**src/rtl/sdp_chn_in_rsci_buf.sv**
```systemverilog
// Input-channel skid buffer between the upstream valid/ready stream and the core.
// A DEPTH-entry FIFO with registered ready, a one-cycle fill latency and a synchronous flush.
module sdp_chn_in_rsci_buf #(
    parameter int WIDTH = 512,
    parameter int DEPTH = 2,
    parameter int CNT_W = 2
) (
    input  logic             nvdla_core_clk,
    input  logic             nvdla_core_rstn,
    input  logic [WIDTH-1:0] chn_in_rsc_z,
    input  logic             chn_in_rsc_vz,
    output logic             chn_in_rsc_lz,
    input  logic             chn_in_rsci_oswt,
    input  logic             core_wen,
    input  logic             chn_in_rsci_clr,
    output logic             chn_in_rsci_bawt,
    output logic             chn_in_rsci_wen_comp,
    output logic [WIDTH-1:0] chn_in_rsci_d_mxwt,
    output logic [CNT_W-1:0] chn_in_rsci_cnt
);

    localparam int PTR_W = (DEPTH > 1) ? $clog2(DEPTH) : 1;
    localparam logic [PTR_W-1:0] PTR_LAST = PTR_W'(DEPTH - 1);
    localparam logic [CNT_W-1:0] CNT_FULL = CNT_W'(DEPTH);
    localparam logic [CNT_W-1:0] CNT_ONE  = CNT_W'(1);

    logic [WIDTH-1:0] mem [DEPTH];
    logic [PTR_W-1:0] wr_ptr;
    logic [PTR_W-1:0] rd_ptr;
    logic [CNT_W-1:0] cnt;

    logic [PTR_W-1:0] wr_ptr_nxt;
    logic [PTR_W-1:0] rd_ptr_nxt;
    logic [CNT_W-1:0] cnt_nxt;
    logic             push;
    logic             pop;

    // Ready depends only on the occupancy register, so a pop never opens the
    // door for a push in the same cycle; a full buffer refuses until cnt drops.
    assign chn_in_rsc_lz        = (cnt < CNT_FULL);
    assign chn_in_rsci_bawt     = (cnt != '0);
    assign chn_in_rsci_wen_comp = ~chn_in_rsci_oswt | chn_in_rsci_bawt;
    assign chn_in_rsci_cnt      = cnt;
    assign chn_in_rsci_d_mxwt   = chn_in_rsci_bawt ? mem[rd_ptr] : '0;

    assign push = chn_in_rsc_vz & chn_in_rsc_lz & ~chn_in_rsci_clr;
    assign pop  = chn_in_rsci_oswt & core_wen & chn_in_rsci_bawt & ~chn_in_rsci_clr;

    // NOTE: every signal assigned in always_comb gets a default on entry so no
    // path through the block leaves it unassigned and infers a latch.
    always_comb begin
        wr_ptr_nxt = wr_ptr;
        rd_ptr_nxt = rd_ptr;
        cnt_nxt    = cnt;
        if (chn_in_rsci_clr) begin
            wr_ptr_nxt = '0;
            rd_ptr_nxt = '0;
            cnt_nxt    = '0;
        end else begin
            // Explicit wrap keeps non-power-of-two depths inside the array.
            if (push) begin
                wr_ptr_nxt = (wr_ptr == PTR_LAST) ? '0 : wr_ptr + PTR_W'(1);
            end
            if (pop) begin
                rd_ptr_nxt = (rd_ptr == PTR_LAST) ? '0 : rd_ptr + PTR_W'(1);
            end
            unique case ({push, pop})
                2'b10:   cnt_nxt = cnt + CNT_ONE;
                2'b01:   cnt_nxt = cnt - CNT_ONE;
                default: cnt_nxt = cnt;
            endcase
        end
    end

    // NOTE: sequential state uses non-blocking assignments so every register
    // samples the pre-edge value of the others regardless of statement order.
    always_ff @(posedge nvdla_core_clk or negedge nvdla_core_rstn) begin
        if (!nvdla_core_rstn) begin
            wr_ptr <= '0;
            rd_ptr <= '0;
            cnt    <= '0;
        end else begin
            wr_ptr <= wr_ptr_nxt;
            rd_ptr <= rd_ptr_nxt;
            cnt    <= cnt_nxt;
        end
    end

    // NOTE: the storage array has no reset; stale words are unreachable once
    // cnt is zero, and leaving it out keeps the array a plain register file.
    always_ff @(posedge nvdla_core_clk) begin
        if (push) begin
            mem[wr_ptr] <= chn_in_rsc_z;
        end
    end

endmodule

```
**config.mk**
```make
export PLATFORM = sky130hd
export DESIGN_NAME = sdp_chn_in_rsci_buf
export DESIGN_NICKNAME = d
export VERILOG_FILES = /design/src/rtl/sdp_chn_in_rsci_buf.sv
export SDC_FILE = /design/constraint.sdc
export NUM_CORES = 1
export LEC_CHECK = 0
export CAP_MARGIN = 20
export CORE_AREA = 2 2 402 404
export CTS_CLUSTER_DIAMETER = 200
export DETAILED_ROUTE_END_ITERATION = 12
export DIE_AREA = 0 0 404 406
export GPL_ROUTABILITY_DRIVEN = 0
export PLACE_DENSITY_LB_ADDON = 0.3
export SKIP_CTS_REPAIR_TIMING = 1
export SYNTH_ARGS = -nofsm -noshare
export SYNTH_HDL_FRONTEND = slang
export SYNTH_SLANG_ARGS = --single-unit
```
**constraint.sdc**
```tcl
create_clock -name nvdla_core_clk -period 91 [get_ports nvdla_core_clk]
set_input_delay 13.65 -clock nvdla_core_clk [delete_from_list [all_inputs] [get_ports nvdla_core_clk]]
set_output_delay 13.65 -clock nvdla_core_clk [all_outputs]
set_load 0.005 [all_outputs]
```
==> results of run 1 <==
==> cell usage after synthesis <==
cell      count
buf_6        47
buf_8        11
nor3_1        1
nor3b_1       1
clkbuf_1      1
a21boi_2      1
buf_2         4
clkbuf_4      1
inv_2         1
mux2_1        1
nor2_1      514
edfxtp_1   1024
nand2_1       2
nor2_8        1
xor2_1        2
inv_1         1
o21ai_0       1
dfrtp_1       4
and3b_1       1
a21oi_1       2
buf_4        50
nand2b_1      2
mux2i_1     512
o211ai_1      1
==> layout make-up <==
type | instances | area (um^2)
well taps | 2086 | 2610
fillers | 15490 | 104700
repair buffers | 1062 | 10650
multi-input cells | 1042 | 7188
inverters | 2 | 7.507
clock inverters | 67 | 628.1
flip-flops and latches | 1028 | 30850
diodes | 18 | 45.04
clock buffers | 144 | 2987
==> cell families (layout without fill, tap and decap cells) <==
group	Yosys count	in the layout	synth area share (%)
flops	1028	1028	78.83
simple gates	522	522	5.086
mux	513	513	13.12
buf+inv	116	1275	2.833
compound gates	5	5	0.08631
xor+xnor	2	2	0.04477
other cells	0	18	0
==> worst reg2reg max path: cells and delay by family (launching register included) <==
family / cells / cell delay, ns
AND/OR/NAND/NOR: 2 / 0.63
buffers and inverters: 4 / 3.29
flip-flops: 1 / 0.58
==> per-layer routing <==
layer | vias up | global-route usage, % | wire, um
met5 | - | 0 | 210
met4 | 32 | 5.839 | 3657
met3 | 202 | 4.900 | 9686
met2 | 719 | 22.87 | 58620
met1 | 11020 | 14.97 | 43950
li1 | 10340 | - | -
==> how the worst max path moves through the flow <==
stage / startpoint / to / slack, ns / depth (start not counted)
floorplan: chn_in_rsc_vz / mem[1][0] / 38.26 / 2
global placement: chn_in_rsci_oswt / chn_in_rsci_wen_comp / 62.47 / 3
detailed placement: chn_in_rsci_oswt / chn_in_rsci_wen_comp / 62.49 / 3
CTS: chn_in_rsci_oswt / chn_in_rsci_wen_comp / 62.50 / 3
global route: chn_in_rsci_oswt / chn_in_rsci_wen_comp / 62.49 / 3
finish: chn_in_rsci_oswt / chn_in_rsci_wen_comp / 62.51 / 3
==> power groups by stage <==
stage,Combinational (mW),Sequential (mW),Clock (mW)
global placement,0.127,0.558,0
floorplan,0.0488,0.584,0
detailed placement,0.128,0.559,0
CTS,0.128,0.549,0.458
global route,0.135,0.550,0.476
finish,0.125,0.549,0.444
==> sequential cells by signal, indices dropped and copies added (netlist names) <==
register         flops
chn_in_rsci_cnt      2
mem               1024
rd_ptr               1
wr_ptr               1
==> metrics by stage <==
stage | hold WS, ns | power (mW) | setup slack [ns] | area (um^2) | cells
6_report | 0.5843 | 1.118 | 62.51 | 54970 | 5449
5_1_grt | 0.6364 | 1.160 | 62.49 | 54960 | 5446
4_1_cts | 0.5890 | 1.135 | 62.50 | 54920 | 5431
3_5_place_dp | 0.5765 | 0.6862 | 62.49 | 51310 | 5220
3_3_place_gp | 0.5535 | 0.6849 | 62.47 | 51300 | 5219
2_1_floorplan | 0.5193 | 0.6329 | 38.26 | 39140 | 2186
==> impl_metrics.yaml, run 1 <==
min_path:
  min_from: "wr_ptr"
  min_path_type: "register to register"
  whs_endpoint: "wr_ptr"
  min_path_cells: 2
synth:
  synth_cells: 2186
  yosys.area.top_type: "edfxtp_1"
  syn-num-nets: 2704
  synth_seq_cells: 1028
  synth_cell_type_count: 24
  synth.cell_area_mm2: 0.03914
  ys_warn_count: 0
  ys_seq_area_share_pct: 78.83
  syn-mean-instance-area_um2: 17.90
  synth_area_leaders: "edfxtp_1 79%, mux2i_1 13%, nor2_1 4.9%"
  yosysTopAreaCellShare_pct: 78.57
clock_network:
  clk_latency_ns: 0.74
  cts-htree-levels: 3
  root_buffer: "clkbuf_16"
  clkTransAtPathRegs_ns: 0.05
  cts_tree: "built"
  cts_sinks: 1028
  cts_max_path_buffers: 3
  cts_buffers: 113
worst_setup_path:
  path_cells: "clkdlybuf4s50_1 -> nand2_1 -> clkdlybuf4s50_1"
  r2r-end: "mem[0][198]"
  crit_slowest_cell: "clkdlybuf4s50_1"
  endpoint_kind: "output port"
  crit_path_max_incr_delay_ns: 0.64
  path_buf_inv: 2
  rrSetupSlack_ns: 86.09
  critical-path-top-delay-family: "buffers and inverters"
  r2r-start: "chn_in_rsci_cnt[1]"
  cp_max_fo: 4
  cp_common_cell: "clkdlybuf4s50_1"
  crit_type: "input port to output port"
  required_ns: 77.35
  startpoint_type: "input port"
  rr_worst_depth: 6
  arrival_ns: 14.84
layout:
  layout_commonest_cell: "clkdlybuf4s50_1"
  nets: 3767
  fin_util_pct: 34.43
  final_cell_mix: "1034 x clkdlybuf4s50_1, 1024 x edfxtp_1, 514 x nor2_1"
  area.growth.synth_to_final_pct: 40.45
  layout-drive-gt1-share_pct: 5.620
timing:
  fin_setup_tns_ns: 0
  max_freq_mhz: 35.10
  fin_crit_ns: 28.49
  max_slew_margin_pct: 29.05
  rsz0062_at_grt: "false"
  setup_viol: 0
  period_share_pct: 31.31
  tightest_slew_ns: 1.064
  fin_worst_skew_ns: 0.05484
  drv_slew: 0
  finalHoldViolCount: 0
route:
  dr.first_iter.drc_count: 1217
  drt-pass1-iter-count: 7
  routed_wl_um: 116100
  remaining_drc_errors: 0
  antenna_left: 0
  vias: 22320
  vias_per_cell: 4.096
  wl_per_cell_um: 21.31
power_and_ir_drop:
  ir_drop_uv: 16.07
  power_frac_clock_pct: 39.7
  switching_power_mw: 0.2521
  switching_share_pct: 22.55
  intPower_mw: 0.8659
  combPwrFrac_pct: 11.2
  p_leak_nw: 17.31
  p_per_area_mw_per_mm2: 20.34
  power_frac_seq_pct: 49.1
run_status:
  status: "completed"
global_routing:
  grt_pass1_vias: 22430
  grt_first_pass_wirelength_um: 158600
  antenna_found_initial: 41
  track_usage_pct: 13.40
  overflow: 0
  grt_max_degree: 162
floorplan:
  design.die.area_mm2: 0.1640
  io_pins: 1035
  rows: 147
  die_w_um: 404
  initial_core_util_pct: 24.51
  die_y_um: 406
  core_mm2: 0.1596
place:
  port_buffers: 1034
  place_hpwl_um: 80090
flow_run:
  maxCapViolCount: 0
(Power assumes the default switching activity.)
==> run 2, diff against run 1 <==
- CORE_AREA: 2 2 402 404 -> 2 2 406 408
- DIE_AREA: 0 0 404 406 -> 0 0 408 410
- clock period: 91 -> 28 ns (I/O delays scaled with it)
==> run 2 against run 1 <==
Compared with the run above:
- design area is essentially flat
- core utilization shrank 0.83 points
- hold slack gained 0.040 ns
==> impl_metrics.yaml, run 2 (synthesis results as in run 1) <==
worst_setup_path:
  arrival_ns: 6.88
  r2r-end: "mem[0][204]"
  endpoint: "chn_in_rsci_d_mxwt[174]"
  crit_start: "rd_ptr"
  rrSetupSlack_ns: 23.77
  endpoint_kind: "output port"
  crit_type: "register to output port"
  startpoint_type: "register"
  required_ns: 23.80
  r2r-start: "chn_in_rsci_cnt[1]"
  cp_max_fo: 63
  rr_worst_depth: 6
floorplan:
  initial_core_util_pct: 23.94
  io_pins: 1035
  die_y_um: 410
  rows: 149
  core_mm2: 0.1635
  die_w_um: 408
  design.die.area_mm2: 0.1673
global_routing:
  grt_pass1_vias: 22540
  track_usage_pct: 13.11
  use_met3_pct: 4.969
  overflow: 0
  grt_util_met1_pct: 14.35
  grt_busiest_layer: "met2"
  antenna_found_initial: 39
  grtUsageMet2_pct: 22.97
  grt_max_degree: 145
  grt_first_pass_wirelength_um: 160000
clock_network:
  cts_buffers: 112
  root_buffer: "clkbuf_16"
  cts_sinks: 1028
  cts_max_path_buffers: 3
  cts_tree: "built"
  clk_latency_ns: 0.71
  clkTransAtPathRegs_ns: 0.05
  cts-htree-levels: 3
layout:
  largest_register_ffs: 1024
  top_register: "mem"
  nets: 3768
  layout_commonest_cell: "clkdlybuf4s50_1"
  final_cell_mix: "1034 x clkdlybuf4s50_1, 1024 x edfxtp_1, 514 x nor2_1"
  area.growth.synth_to_final_pct: 40.36
  layout-drive-gt1-share_pct: 5.381
place:
  port_buffers: 1034
  place_hpwl_um: 81220
timing:
  setup_viol: 0
  fin_crit_ns: 11.08
  drv_slew: 0
  finalHoldViolCount: 0
  fin_worst_skew_ns: 0.01684
  rsz0062_at_grt: "false"
  period_share_pct: 39.56
  max_freq_mhz: 90.28
  tightest_slew_ns: 1.140
  max_slew_margin_pct: 24.00
  hold_ws_ns: 0.6244
  fin_setup_tns_ns: 0
power_and_ir_drop:
  power_frac_clock_pct: 39.0
  switching_share_pct: 22.69
  power_frac_seq_pct: 49.8
  p_leak_nw: 17.24
  intPower_mw: 2.770
  switching_power_mw: 0.8127
  combPwrFrac_pct: 11.2
  p_per_area_mw_per_mm2: 65.21
  ir_drop_uv: 45.11
route:
  vias: 22400
  antenna_left: 0
  vias_per_cell: 4.033
  wl_per_cell_um: 20.80
  drt-pass1-iter-count: 5
  routed_wl_um: 115500
  dr.first_iter.drc_count: 1220
  remaining_drc_errors: 0
run_status:
  status: "completed"
min_path:
  min_from: "wr_ptr"
  min_path_type: "register to register"
flow_run:
  maxCapViolCount: 0
-- run 2: cell type report --
type                    instances  area [um^2]
diodes                         19        47.55
clock buffers                 139         2904
clock inverters                70        555.5
fillers                     15960       108600
inverters                       2        7.507
multi-input cells            1042         7201
flip-flops and latches       1028        30850
well taps                    2189         2739
repair buffers               1064        10630
-- run 2: layer usage --
metal	up-vias	part of all wire, %
met3	190	8.1
met1	11090	37
met5	-	0.14
met2	753	51
met4	24	3.1
li1	10340	-
-- run 2: power groups by stage --
| stage | sequential [mW] | clock [mW] | combinational (mW) |
|---|---|---|---|
| after global routing | 1.79 | 1.50 | 0.431 |
| after detailed placement | 1.82 | 0 | 0.409 |
| after global placement | 1.82 | 0 | 0.407 |
| after CTS | 1.78 | 1.44 | 0.411 |
| final | 1.78 | 1.40 | 0.402 |
| after floorplan | 1.86 | 0 | 0.159 |
-- run 2: worst max-delay path: stages, from the launching register on --
cell	delay, ns
dfrtp_4	0.94
buf_4	0.77
buf_4	0.78
buf_4	0.92
buf_4	0.71
buf_4	0.91
mux2i_1	0.23
nor2_1	0.15
clkdlybuf4s50_1	0.52
-- run 2: how the worst min path moves through the flow --
stage,to,slack [ns],depth (start not counted)
6_report,wr_ptr,0.62,2
5_1_grt,wr_ptr,0.66,2
4_1_cts,wr_ptr,0.63,2
3_5_place_dp,wr_ptr,0.61,2
3_3_place_gp,wr_ptr,0.60,2
2_1_floorplan,wr_ptr,0.54,2
-- run 2: per-stage QoR --
stage          worst slack [ns]  power (mW)  instance area [um^2]  utilization (%)  cells
2_1_floorplan             2.924       2.016                 39150                -   2186
4_1_cts                   16.75       3.638                 54890            33.57   5534
5_1_grt                   16.50       3.721                 54930            33.60   5551
3_3_place_gp              17.72       2.222                 51430            31.45   5325
6_report                  16.92       3.582                 54930            33.60   5553
3_5_place_dp              17.58       2.225                 51430            31.45   5325
